## config.mk

```make
export PLATFORM = sky130hd
export DESIGN_NAME = preemption_timer
export DESIGN_NICKNAME = d
export VERILOG_FILES = /design/src/rtl/preemption_timer.sv
export SDC_FILE = /design/constraint.sdc
export NUM_CORES = 1
export LEC_CHECK = 0
export ABC_AREA = 1
export CAP_MARGIN = 25
export CORE_MARGIN = 2
export CORE_UTILIZATION = 54
export DETAILED_ROUTE_END_ITERATION = 16
export PLACE_DENSITY_LB_ADDON = 0.3
export SLEW_MARGIN = 20
export SYNTH_ARGS = -nofsm -noshare
export SYNTH_HDL_FRONTEND = slang
export SYNTH_SLANG_ARGS = --single-unit
```

## constraint.sdc

```tcl
create_clock -name clk -period 4.6 [get_ports clk]
set_input_delay 0.46 -clock clk [delete_from_list [all_inputs] [get_ports clk]]
set_output_delay 0.46 -clock clk [all_outputs]
set_load 0.1 [all_outputs]
```

## src/rtl/preemption_timer.sv

```systemverilog
// User-mode quantum timer: counts (optionally prescaled) user cycles and raises a sticky
// context-switch interrupt once the quantum elapses, deferring it while a jump is in flight.
module preemption_timer #(
    parameter int COUNTER_WIDTH   = 8,
    parameter int DEFAULT_QUANTUM = 128,
    parameter int PRESCALE        = 1
) (
    input  logic                     clk,
    input  logic                     reset,
    input  logic                     isUser,
    input  logic [5:0]               opcode,
    input  logic                     cfg_we,
    input  logic                     cfg_sel,
    input  logic [COUNTER_WIDTH-1:0] cfg_data,
    input  logic                     irq_ack,
    output logic                     irq,
    output logic [COUNTER_WIDTH-1:0] count
);

    localparam int CW = COUNTER_WIDTH;
    localparam int PW = (PRESCALE > 1) ? $clog2(PRESCALE) : 1;
    localparam logic [PW-1:0] PRESC_LAST = PW'(PRESCALE - 1);

    localparam logic [5:0] OP_JR  = 6'b010010;
    localparam logic [5:0] OP_JF  = 6'b010101;
    localparam logic [5:0] OP_J   = 6'b111100;
    localparam logic [5:0] OP_JTM = 6'b111101;
    localparam logic [5:0] OP_JAL = 6'b111110;

    typedef enum logic [1:0] {
        ST_IDLE,
        ST_COUNT,
        ST_EXPIRED,
        ST_PENDING
    } state_t;

    state_t          state_q, state_d;
    logic [CW-1:0]   count_q, count_d;
    logic [CW-1:0]   quantum_q, quantum_d;
    logic [PW-1:0]   presc_q, presc_d;
    logic            enable_q, enable_d;
    logic            periodic_q, periodic_d;
    logic [CW-1:0]   count_inc;
    logic            salto;

    assign salto     = opcode inside {OP_JR, OP_JF, OP_J, OP_JTM, OP_JAL};
    assign count_inc = count_q + CW'(1);

    always_comb begin
        // NOTE: every next-state variable gets its hold value first so no path leaves one unassigned (no latches).
        state_d    = state_q;
        count_d    = count_q;
        quantum_d  = quantum_q;
        presc_d    = presc_q;
        enable_d   = enable_q;
        periodic_d = periodic_q;

        unique case (state_q)
            ST_IDLE: begin
                count_d = '0;
                presc_d = '0;
            end
            ST_COUNT: begin
                if (!isUser) begin
                    count_d = '0;
                    presc_d = '0;
                end else if (presc_q == PRESC_LAST) begin
                    presc_d = '0;
                    count_d = count_inc;
                    if (quantum_q != '0 && count_inc == quantum_q) state_d = ST_EXPIRED;
                end else begin
                    presc_d = presc_q + PW'(1);
                end
            end
            ST_EXPIRED: begin
                // Kernel already running: the switch happened on its own, restart the quantum.
                if (!isUser) begin
                    state_d = ST_COUNT;
                    count_d = '0;
                    presc_d = '0;
                end else if (!salto) begin
                    state_d = ST_PENDING;
                end
            end
            ST_PENDING: begin
                if (irq_ack) begin
                    count_d = '0;
                    presc_d = '0;
                    if (periodic_q) begin
                        state_d = ST_COUNT;
                    end else begin
                        state_d  = ST_IDLE;
                        enable_d = 1'b0;
                    end
                end
            end
        endcase

        // Configuration writes override the state machine, disable having top priority.
        if (cfg_we) begin
            if (!cfg_sel) begin
                quantum_d = cfg_data;
            end else begin
                periodic_d = cfg_data[1];
                if (!cfg_data[0]) begin
                    state_d  = ST_IDLE;
                    enable_d = 1'b0;
                    count_d  = '0;
                    presc_d  = '0;
                end else begin
                    enable_d = 1'b1;
                    if (state_d == ST_IDLE) state_d = ST_COUNT;
                end
            end
        end
    end

    always_ff @(posedge clk or negedge reset) begin
        if (!reset) begin
            state_q    <= ST_COUNT;
            count_q    <= '0;
            quantum_q  <= CW'(DEFAULT_QUANTUM);
            presc_q    <= '0;
            enable_q   <= 1'b1;
            periodic_q <= 1'b1;
        end else begin
            // NOTE: sequential state uses non-blocking assignments so all registers update together.
            state_q    <= state_d;
            count_q    <= count_d;
            quantum_q  <= quantum_d;
            presc_q    <= presc_d;
            enable_q   <= enable_d;
            periodic_q <= periodic_d;
        end
    end

    assign irq   = (state_q == ST_PENDING);
    assign count = count_q;

endmodule

```

* Word-level counts from Yosys, hierarchy flattened
Cells that the tools add are included.
** Word-level totals
- Bits in read-only memories :: 0
- Flip-flop bits (word level) :: 20
- Memories kept :: 0
- Logic and storage cells :: 52
- RAM bits :: 0
- Bits in latches :: 0
** Cells by class
- Div/mod/pow operators :: 0
- Shifts and indexed selects :: 0
- Muxes and demuxes :: 28
- $add $sub $neg :: 2
- Order comparisons :: 0
- Equal/unequal tests :: 9
- Bitwise operators :: 1
- Reduce and logical (&&, ||, !) cells :: 7
- $mul :: 0
** Operators by type and width (number)
- 8-bit two-way mux :: 7
- 8-bit case mux with 4 select lines :: 1
- 2-bit two-way mux :: 10
- 6-bit == test, second input constant :: 3
- 6-bit by 5-bit == test with 1-bit output, second input constant :: 2
- 8-bit by 1-bit adder with 8-bit output, second input constant :: 1
- 8-bit == test :: 1
- 1-bit two-way mux :: 8
- 8-bit nonzero test :: 1
- 2-bit case mux with 3 select lines :: 1
- 5-bit nonzero test :: 1
- 2-bit == test, second input constant :: 2
- 2-bit zero test :: 2
- 1-bit case mux with 4 select lines :: 1
- 2-bit AND reduction :: 2
- 2-bit by 1-bit == test with 1-bit output, second input constant :: 1
- 1-bit adder, second input constant :: 1
- 1-bit logical AND :: 1
- 1-bit inverter :: 1

* Longest topological paths before layout
Gate-level depths: netlist of the first run.
- Word-level depth :: 12
- Gate-level depth with buffers :: 16
- Gate-level depth less buffers :: 16

* Least setup slack after synthesis of the first run
OpenSTA, ideal clock, no wires.
- Kind :: register to register
- Start point :: reg count_q[1], in the netlist count[1]
- End point :: reg state_q[0]
- Cell stages (with the launch flop) :: 15
- Path slack :: 2.189 ns
- Period minus slack after synthesis :: 2.411 ns
- Setup time :: 0.082 ns
- Required time :: 4.518 ns
- Arrival time :: 2.329 ns
- Cell sequence :: dfrtp_1 -> ha_1 -> nand2_2 -> nor2_4 -> nand2_1 -> nand3_1 -> nand2_1 -> nor3_2 -> nand2_1 -> nand2_1 -> nand2_1 -> nand2_1 -> nand2_2 -> nand2_2 -> a21oi_2
** Between the ends
- Cells in the longest elaborated chain, start to end :: 12
** RTL lines
- from (decl) :: line 38 : logic [CW-1:0] count_q, count_d;
- from (signal assigned) :: line 129 : count_q <= count_d;
- 8-bit by 1-bit adder with 8-bit output (*) :: line 47 : assign count_inc = count_q + CW'(1);
- 8-bit == test (*) :: line 70 : if (quantum_q != '0 && count_inc == quantum_q) state_d = ST_EXPIRED;
- 1-bit logical AND (*) :: line 70
- 2-bit two-way mux (*) :: line 70
- 2-bit two-way mux (*) :: line 67 : end else if (presc_q == PRESC_LAST) begin
- 2-bit two-way mux (*) :: line 64 : if (!isUser) begin
- 2-bit case mux with 3 select lines (*) :: line 58 : unique case (state_q)
- 2-bit zero test :: line 112 : if (state_d == ST_IDLE) state_d = ST_COUNT;
- 2-bit two-way mux :: line 112
- 2-bit two-way mux :: line 105 : if (!cfg_data[0]) begin
- 2-bit two-way mux :: line 101 : if (!cfg_sel) begin
- 2-bit two-way mux (*) :: line 100 : if (cfg_we) begin
- net state_d[0] :: line 37 : state_t state_q, state_d;
- to (signal assigned) :: line 128 : state_q <= state_d;
- to (decl) :: line 37
The timed path passes the listed nets; every way through them passes the cells marked *.
A chain may end at the register's enable or synchronous reset.

* Worst setup path in the final report of the first run
- Start point :: reg state_q[0]
- End point :: out irq
** Between the ends
- Cells in the longest elaborated chain, start to end :: 1
** RTL lines
- 2-bit == test :: line 137 : assign irq = (state_q == ST_PENDING);
- to (decl) :: line 16 : output logic irq,
Every way passes these cells.

==> flow_metrics.env, run 1 <==
export IMPL_arrival_ps=2260
export IMPL_outcome="finished clean"
export IMPL_synth_cells=196
export IMPL_routed_wl_um=3340
export IMPL_htree_levels=1
export IMPL_layout_worst_path_cycle_share_pct=59.1
export IMPL_overflow=0
export IMPL_nets=253
export IMPL_drive_gt1_share_pct=9.69
export IMPL_yosys_warnings=0
export IMPL_r2r_end="state_q[0]"
export IMPL_finalHoldViolCount=0
export IMPL_design_area_um2=1720
export IMPL_cts_buffer_depth=2
export IMPL_setup_viol=0
export IMPL_clock_latency_ps=310
export IMPL_path_clk_slew_ps=110
export IMPL_leakage_uw=0.000797
export IMPL_cp_max_fo=6
export IMPL_required_ps=4140
export IMPL_gp_congestion=0.861
export IMPL_antenna_cells=0
export IMPL_grt_pass1_wl_um=5430
export IMPL_total_power_uw=624
export IMPL_first_global_vias=1317
export IMPL_root_buffer="clkbuf_4"
export IMPL_crit_path_max_incr_delay_ps=1140
export IMPL_cts_buffers=3
export IMPL_viasPerCell=5.51
export IMPL_endpoint="irq"
export IMPL_ys_seq_area_share_pct=36.5
export IMPL_drt_pass1_iterations=5
export IMPL_ir_worst_vdd_mv=0.446
export IMPL_worstSetupPathType="reg -> out"
export IMPL_drtIter0Drc=56
export IMPL_dieWidth_um=54.6
export IMPL_postCtsSetupBuffers=0
export IMPL_stdcell_count=257
export IMPL_area_growth_syn_to_layout_pct=24.6
export IMPL_holdBufCountCts=0
export IMPL_worstMarginPinSlew_ps=966
export IMPL_mappedNetlistArea_um2=1380
export IMPL_r2r_slack_ps=2650
export IMPL_period_needed_ps=2720
export IMPL_core_area_um2=2450
export IMPL_cts_tree="done"
export IMPL_cp_start_kind="flop"
export IMPL_place_area_um2=1690
export IMPL_crit_path_top_delay_cell="clkdlybuf4s50_1"
export IMPL_cp_cell_sequence="ha_1 > clkdlybuf4s50_1"
export IMPL_dp_hpwl_um=2540
export IMPL_drcViolationCount=0
export IMPL_r2r_cells=14
export IMPL_row_count=18
export IMPL_relSlewSlack_pct=35.4
export IMPL_num_io_pins=29
export IMPL_hp_class="in -> async"
export IMPL_max_freq_ghz=0.368
export IMPL_ant_nets=0
export IMPL_vias=1417
export IMPL_clock_sinks=20
export IMPL_skew_ps=5.22
export IMPL_maxCapViolCount=0
export IMPL_ys_ff_latch=20
export IMPL_die_height_um=54.6
export IMPL_synth_cell_types=27
export IMPL_tns_ps=0
export IMPL_avgSynthCellArea_um2=7.05
export IMPL_placed_cells=252
export IMPL_critPathCaptureType="output port"
export IMPL_initial_core_util_pct=56.3
export IMPL_die_area_um2=2980
export IMPL_rsz0062_at_grt="no"
export IMPL_post_drt_wl_per_cell_um=13.0
export IMPL_power_density_nw_per_um2=362
export IMPL_grt_max_degree=21
export IMPL_timing_rr_start="count[1]"
export IMPL_grt_usage_pct=25.4
export IMPL_io_buffers=28
export IMPL_syn_nets=221
export IMPL_post_cts_resized=0
export IMPL_antenna_found_initial=0
export IMPL_slew_viol_final=0
export IMPL_critPathLaunch="state_q[0]"
critical path, delay by kind of cell, from the launching register on:
family	cells	cell delay [ps]
fa+ha+maj	1	210
flops	1	600
buf+inv	1	1140
metrics by stage:
stage	hold slack (ps)	utilization, %	setup WS (ps)
after floorplan	164	-	2190
after global placement	491	68.7	2270
after detailed placement	494	68.7	2230
after CTS	512	69.7	1880
after global routing	531	70.2	1840
final	488	70.2	1880
cell usage after synthesis:
| master | number | area, um^2 |
|---|---|---|
| nor3_2 | 1 | 10.0 |
| a211oi_1 | 1 | 7.51 |
| nand3_1 | 21 | 105 |
| nor2_2 | 2 | 12.5 |
| buf_6 | 1 | 11.3 |
| dfstp_2 | 3 | 78.8 |
| inv_1 | 28 | 105 |
| a21oi_2 | 1 | 8.76 |
| ha_1 | 5 | 62.6 |
| o21ai_0 | 13 | 65.1 |
| mux2_2 | 1 | 11.3 |
| nand2_1 | 43 | 161 |
| a21oi_1 | 16 | 80.1 |
| nor2_1 | 18 | 67.6 |
| o22ai_1 | 1 | 6.26 |
| nor2_4 | 2 | 22.5 |
| clkbuf_1 | 1 | 3.75 |
| nor3_1 | 1 | 5.00 |
| xor2_1 | 1 | 8.76 |
| nand3_2 | 1 | 10.0 |
| nand3b_1 | 1 | 7.51 |
| nand4_1 | 8 | 50.1 |
| nand2_2 | 6 | 37.5 |
| o211ai_1 | 1 | 7.51 |
| dfrtp_1 | 17 | 425 |
| or2_2 | 1 | 6.26 |
| o21ai_1 | 1 | 5.00 |
where the power goes:
group | internal, uW | switching (uW) | total (uW)
sequential | 205 | 25.7 | 231
clock | 33.9 | 55.4 | 89.3
combinational | 98.1 | 206 | 304
how the worst min path moves through the flow:
stage	startpoint	slack, ps	end
CTS	periodic_q	510	periodic_q
detailed placement	periodic_q	490	periodic_q
global placement	periodic_q	490	periodic_q
floorplan	reset	160	count[0]
global route	reset	530	quantum_q[4]
finish	reset	490	quantum_q[1]
metal layers:
layer / part of all wire, % / track usage (%)
met1: 44 / 31.4
met2: 50 / 45.2
met3: 5.1 / 2.46
met4: 1.4 / 9.17
met5: 0 / 0
registers in the layout, indices dropped and copies added, names as in the netlist:
signal / flops
presc_q: 1
quantum_q: 8
count: 8
periodic_q: 1
state_q: 2
layout by cell type (no fill, tap or decap), drive strengths merged, types with 2 or more instances in the layout:
cell            n
dfstp           3
dfrtp          17
ha              5
nand3          22
nor2           22
clkdlybuf4s50  28
o21ai          14
nand2          49
nand4           8
a21oi          17
nor3            2
inv            28
clkbuf          4
layout make-up:
class	count	area, um^2
well taps	30	37.5
fillers	198	732
inverters	28	105
flip-flops and latches	20	504
repair buffers	29	292
clock buffers	4	26.3
multi-input cells	146	758
cell families (layout without fill, tap and decap cells):
| family | after synthesis | after routing | synth area share [%] |
|---|---|---|---|
| AO/OA/AOI/OAI | 34 | 34 | 13.0 |
| XOR/XNOR | 1 | 1 | 0.634 |
| adder cells (fa/ha/maj) | 5 | 5 | 4.52 |
| buffers and inverters | 30 | 61 | 8.69 |
| flip-flops | 20 | 20 | 36.5 |
| multiplexers | 1 | 1 | 0.814 |
| AND/OR/NAND/NOR | 105 | 105 | 35.8 |
Note: power is estimated with default switching activity, not from simulation.
==> run 2, diff against run 1 <==
--- a/config.mk
+++ b/config.mk
@@ -8,7 +8,7 @@
 export ABC_AREA = 1
 export CAP_MARGIN = 25
 export CORE_MARGIN = 2
-export CORE_UTILIZATION = 54
+export CORE_UTILIZATION = 46
 export DETAILED_ROUTE_END_ITERATION = 16
 export PLACE_DENSITY_LB_ADDON = 0.3
 export SLEW_MARGIN = 20
==> constraint.sdc (replaced) <==
create_clock -name clk -period 2.2 [get_ports clk]
set_input_delay 0.22 -clock clk [delete_from_list [all_inputs] [get_ports clk]]
set_output_delay 0.22 -clock clk [all_outputs]
set_load 0.1 [all_outputs]
==> run 2 against run 1 <==
Effect of this change:
- clock-buffer cell count did not move
- setup slack got worse by 1600 ps
- non-clock buffer count rose by 4
- critical endpoint is now state_q[0]
- largest power group unchanged
- clock skew up 2.0 ps
- critical path depth increased by 14
- total power grew 110%
- via count shrank 0.78%
- flip-flop and latch count is the same
- first-iteration DRC count shrank 3.6%
- cell count rose by 1.9%
==> flow_metrics.env, run 2 (same netlist as run 1, synthesis figures left out) <==
export IMPL_outcome="finished clean"
export IMPL_dp_hpwl_um=2570
export IMPL_hp_class="in -> async"
export IMPL_grt_usage_pct=21.3
export IMPL_first_global_vias=1402
export IMPL_die_height_um=58.8
export IMPL_grt_pass1_wl_um=5730
export IMPL_cp_start_kind="flop"
export IMPL_max_freq_ghz=0.533
export IMPL_rsz0062_at_grt="no"
export IMPL_place_area_um2=1710
export IMPL_finalHoldViolCount=0
export IMPL_setup_viol=0
export IMPL_clock_latency_ps=310
export IMPL_initial_core_util_pct=49.3
export IMPL_power_density_nw_per_um2=771
export IMPL_cts_tree="done"
export IMPL_area_growth_syn_to_layout_pct=25.2
export IMPL_holdBufCountCts=0
export IMPL_postCtsSetupBuffers=0
export IMPL_layout_worst_path_cycle_share_pct=85.3
export IMPL_slew_viol_final=0
export IMPL_skew_ps=7.21
export IMPL_drtIter0Drc=54
export IMPL_design_area_um2=1730
export IMPL_drt_pass1_iterations=4
export IMPL_tns_ps=0
export IMPL_ant_nets=0
export IMPL_die_area_um2=3460
export IMPL_worstMarginPinSlew_ps=272
export IMPL_arrival_ps=2110
export IMPL_root_buffer="clkbuf_4"
export IMPL_path_clk_slew_ps=110
export IMPL_htree_levels=1
export IMPL_routed_wl_um=3300
export IMPL_period_needed_ps=1880
export IMPL_dieWidth_um=58.8
export IMPL_vias=1406
export IMPL_gp_congestion=0.877
export IMPL_antenna_cells=0
export IMPL_num_io_pins=29
export IMPL_nets=257
export IMPL_ir_worst_vdd_mv=0.685
export IMPL_final_cell_mix="nand2_1, inv_1, nand3_1"
export IMPL_drcViolationCount=0
export IMPL_antenna_found_initial=0
export IMPL_cp_max_fo=5
export IMPL_drive_gt1_share_pct=16.5
export IMPL_clock_sinks=20
export IMPL_post_drt_wl_per_cell_um=12.6
export IMPL_viasPerCell=5.37
export IMPL_maxCapViolCount=0
export IMPL_grt_max_degree=21
export IMPL_overflow=0
export IMPL_cts_buffer_depth=2
export IMPL_final_common_cell="nand2_1"
export IMPL_leakage_uw=0.000828
export IMPL_post_cts_resized=0
export IMPL_row_count=19
export IMPL_required_ps=2440
export IMPL_core_area_um2=2810
export IMPL_cts_buffers=3
export IMPL_worstSetupPathType="reg -> reg"
export IMPL_stdcell_count=262
export IMPL_io_buffers=28
export IMPL_critPathCaptureType="flop"
export IMPL_placed_cells=258
export IMPL_relSlewSlack_pct=81.9
## run 2: layout make-up
type                            instances  area (um^2)
Inverter                               28          105
Multi-Input combinational cell        146          758
Sequential cell                        20          508
Fill cell                             265         1070
Clock buffer                            4         26.3
Tap cell                               31         38.8
Timing Repair Buffer                   33          295
## run 2: worst max-delay path, cell delays in order, from the launching register on
cell and delay (ps):
dfrtp_2 440, ha_1 230, nand2_2 110, nor2_4 170, nand2_2 80, nand2_2 70, nand3_1 70, nand2_1 70
nand2_1 50, nor2_1 110, nand2_1 80, nand2_1 70, nand2_1 50, nand2_1 70, nand2_2 60, nand2_2 60
a21oi_2 40
## run 2: routing by layer
| layer | vias to the layer above | GRT usage (%) | share of wire (%) |
|---|---|---|---|
| li1 | 717 | - | - |
| met1 | 639 | 27.2 | 45 |
| met2 | 41 | 36.3 | 48 |
| met3 | 9 | 2.20 | 4.3 |
| met4 | 0 | 9.09 | 1.7 |
| met5 | - | 0 | 0 |
## run 2: final timing paths
| kind | cells past startpoint | slack [ps] | endpoint | start |
|---|---|---|---|---|
| setup / recovery | 16 | 320 | state_q[0] | count[1] |
| hold / removal | 2 | 240 | quantum_q[6] | reset |
| setup reg to reg | 16 | 320 | state_q[0] | count[1] |
| hold reg to reg | 2 | 510 | periodic_q | periodic_q |
| max in group asynchronous | 2 | 1680 | periodic_q | reset |
| min in group clk | 3 | 450 | quantum_q[7] | cfg_data[7] |
## run 2: report_power, final
part	switching, uW	internal, uW	total (uW)
Sequential	58.4	431	489
Clock	114	70.8	185
Combinational	439	222	661
## run 2: through the flow
stage                     hold WS [ps]  power, uW  setup WS (ps)  utilization [%]
after floorplan                  -75.6        964           10.7                -
after global placement             492       1140            409             60.8
after detailed placement           500       1140            385             60.8
after CTS                          242       1330            332             61.7
after global routing               257       1440            180             61.7
final                              241       1340            324             61.7
==> RTL change 1 (settings of run 1) <==
Register the inputs `cfg_we`, `cfg_sel`, `cfg_data` and `irq_ack` before use, with the module's reset. The logic sees them one clock later. The other inputs are not delayed to match.
--- a/src/rtl/preemption_timer.sv
+++ b/src/rtl/preemption_timer.sv
@@ -35,2 +35,21 @@
     } state_t;
+
+    logic cfg_we_q;
+    logic cfg_sel_q;
+    logic [COUNTER_WIDTH-1:0] cfg_data_q;
+    logic irq_ack_q;
+
+    always_ff @(posedge clk or negedge reset) begin
+        if (!reset) begin
+            cfg_we_q   <= '0;
+            cfg_sel_q  <= '0;
+            cfg_data_q <= '0;
+            irq_ack_q  <= '0;
+        end else begin
+            cfg_we_q   <= cfg_we;
+            cfg_sel_q  <= cfg_sel;
+            cfg_data_q <= cfg_data;
+            irq_ack_q  <= irq_ack;
+        end
+    end
 
@@ -85,3 +104,3 @@
             ST_PENDING: begin
-                if (irq_ack) begin
+                if (irq_ack_q) begin
                     count_d = '0;
@@ -99,8 +118,8 @@
         // Configuration writes override the state machine, disable having top priority.
-        if (cfg_we) begin
-            if (!cfg_sel) begin
-                quantum_d = cfg_data;
+        if (cfg_we_q) begin
+            if (!cfg_sel_q) begin
+                quantum_d = cfg_data_q;
             end else begin
-                periodic_d = cfg_data[1];
-                if (!cfg_data[0]) begin
+                periodic_d = cfg_data_q[1];
+                if (!cfg_data_q[0]) begin
                     state_d  = ST_IDLE;
Behaviour: not the same (a bounded check fails within 4 cycles, from zero or initial values and one cycle with reset low).
==> RTL change 1 against run 1 <==
Via count is 3.5% higher; die area rose by 18%; sequential share of layout area grew 9.2 points; sequential cell count grew 11; worst setup slack better by 0.0047 ns; synthesized area increased by 20%; highest routed layer unchanged; power is 22% higher; count of clock-buffer cells in the layout increased by 2; cell area is 18% higher; wire length fell by 2.5%.
==> RTL change 1: results (changes against run 1) <==
Power and ir drop
  – Cell Int Power: 456 uW (+35%)
  – Static leakage: 0.937 nW (+18%)
  – IR drop worst, VDD: 260 uV (-42%)

Route
  – WL final: 3260 um (-2.5%)
  – Met3 wire len: 223 um (+30%)
  – WL met2: 1530 um (-7.8%)
  – Via count: 1467 (+3.5%)
  – Iteration-0 DRC Markers: 63 (+13%)

GRT
  – Gr usage total: 21.9% (-3.5 points)
  – Met1 Track Usage GR: 26.4% (-5.0 points)
  – Number of global-route vias before repair: 1349 (+2.4%)
  – First-pass GRT wire length: 5710 um (+5.1%)

Placement
  – Pre-CTS setup slack: 2.24 ns (+0.00862 ns)
  – Area of placed instances: 1970 um2 (+17%)
  – GPL Wtd Cong: 0.848 (-1.5%)
  – Dpl hpwl: 2430 um (-4.6%)

Status
  – Status: finished clean

Setup path
  – Cells on worst reg2reg path: 16 (+2)

Logic synthesis
  – Syn Inst Count: 207 (+5.6%)
  – Synth cell count leaders: nand2_1, dfrtp_1, inv_1

STA
  – Worst Tran Pin Value: 0.962 ns (-0.00424 ns)

Layout
  – Filler cells: 274 (+38%)

Clock network
  – H-tree depth: 2 (+1)
  – Worst-skew pair later-pin latency: 0.33 ns (+0.02 ns)

Worst hold path
  – HP Class: reg2reg
## RTL change 1: changes by cell type after synthesis
cell     change
dfrtp_1     +11
## RTL change 1: power groups by stage
stage | Combinational [mW] | Sequential, mW | Clock [mW]
4_1_cts | 0.280 | 0.332 | 0.155
6_report | 0.279 | 0.333 | 0.152
3_5_place_dp | 0.278 | 0.338 | 0
5_1_grt | 0.314 | 0.338 | 0.167
2_1_floorplan | 0.193 | 0.354 | 0
3_3_place_gp | 0.274 | 0.335 | 0
## RTL change 1: worst min-delay path by stage
| stage | to | cells past startpoint |
|---|---|---|
| 3_5_place_dp | quantum_q[5]$_DFFE_PN0P_ | 1 |
| 5_1_grt | quantum_q[5]$_DFFE_PN0P_ | 1 |
| 4_1_cts | quantum_q[5]$_DFFE_PN0P_ | 1 |
| 3_3_place_gp | quantum_q[5]$_DFFE_PN0P_ | 1 |
| 2_1_floorplan | cfg_data_q[0]$_DFF_PN0_ | 0 |
| 6_report | quantum_q[5]$_DFFE_PN0P_ | 1 |
## RTL change 1: logic make-up (layout without fill, tap and decap cells)
kind of cell	count (synthesis)	count (layout)	share of synthesized area, %
AO/OA/AOI/OAI	34	34	10.9
XOR/XNOR	1	1	0.528
adder cells (fa/ha/maj)	5	5	3.77
buffers and inverters	30	65	7.24
flip-flops	31	31	47.0
multiplexers	1	1	0.679
AND/OR/NAND/NOR	105	105	29.9
## RTL change 1: cell type report
class | count | area [um2] | share of cell area (%)
Clock buffer | 6 | 41.3 | 2.04
Clock inverter | 2 | 12.5 | 0.618
Inverter | 28 | 105 | 5.19
Multi-Input combinational cell | 146 | 758 | 37.4
Sequential cell | 31 | 779 | 38.5
Tap cell | 33 | 41.3 | 2.04
Timing Repair Buffer | 29 | 288 | 14.2
==> RTL change 2 (flow settings as in run 1) <==
Without the edit above. Change the parameter `COUNTER_WIDTH` from 8 to 6.
--- a/src/rtl/preemption_timer.sv
+++ b/src/rtl/preemption_timer.sv
@@ -3,3 +3,3 @@
 module preemption_timer #(
-    parameter int COUNTER_WIDTH   = 8,
+    parameter int COUNTER_WIDTH   = 6,
     parameter int DEFAULT_QUANTUM = 128,
Ports: changed (resized cfg_data and count); port bits go from 29 to 25. The function was not compared with the original's and may differ.
==> RTL change 2 against run 1 <==
Global-route usage shrank 1.8 points; sequential share of layout area shrank 1.6 points; die area shrank 14%; power shrank 11%; count of clock-buffer cells in the layout is the same; non-clock buffer count shrank 5; worst setup slack gained 0.039 ns; critical path depth is the same; wire length shrank 23%; cell area shrank 15%; synthesized area shrank 15%; first-iteration DRC count shrank 36%; sequential cell count shrank 4.
==> RTL change 2: results (changes against run 1) <==
Logic synthesis
  – Sequential fraction of the synthesis area: 34.4% (-2.0 points)
  – Compound-cell area share of the yosys netlist: 13.5% (+0.44 points)
  – Synth cell count leaders: nand2_1, inv_1, nor2_1
  – Post-synthesis area per instance: 7.36 um2 (+4.3%)
  – Synth cell types: 28 (+3.7%)
  – Multiplexer share of the synthesized area: 0.963% (+0.15 points)

GRT
  – First-pass GRT wire length: 4640 um (-15%)
  – Pin count of the biggest net entering global routing: 17 (-19%)
  – Gr usage total: 23.6% (-1.8 points)

Power and ir drop
  – Static leakage: 0.661 nW (-17%)
  – Sw Share: 44.8% (-1.2 points)
  – P_clk: 96.3 uW (+7.8%)
  – Total power: 556 uW (-11%)
  – IR drop worst, VDD: 360 uV (-19%)

Route
  – DR WL/cell: 12.2 um (-6.4%)

Placement
  – PortBufs: 24 (-14%)
  – GPL Wtd Cong: 0.890 (+3.3%)

Layout
  – Layout cells sized above 1: 12.0% (+2.3 points)
  – Non-clk bufs: 24 (-17%)
  – Multi-input combinational cell area: 658 um2 (-13%)
  – Clock network area share: 2.49% (+0.96 points)

Clock network
  – CTS sink count: 16 (-20%)

Status
  – Status: finished clean

STA
  – Slew HR: 35.4% (+0.039 points)
  – Clock skew: 0.00936 ns (+0.00414 ns)
[RTL change 2: changes by cell type in the layout (fill, tap and decap cells not counted), sizes merged, moves of 3 or more]
cell | run 1 | this run
a21oi | 17 | 14
clkdlybuf4s50 | 28 | 24
dfrtp | 17 | 14
inv | 28 | 23
nand2 | 49 | 33
nand3 | 22 | 18
nand4 | 8 | 4
o21ai | 14 | 11
[RTL change 2: final timing paths]
path / to / cells after the start / startpoint / slack (ns)
worst max-delay path: irq / 2 / state_q[0]$_DFF_PN1_ / 1.92
worst min-delay path: periodic_q$_DFFE_PN1P_ / 2 / periodic_q$_DFFE_PN1P_ / 0.51
worst max register to register: state_q[0]$_DFF_PN1_ / 12 / count[0]$_DFF_PN0_ / 2.74
worst min register to register: periodic_q$_DFFE_PN1P_ / 2 / periodic_q$_DFFE_PN1P_ / 0.51
max in group asynchronous: state_q[1]$_DFF_PN0_ / 1 / reset / 3.56
min in group asynchronous: count[0]$_DFF_PN0_ / 1 / reset / 0.58
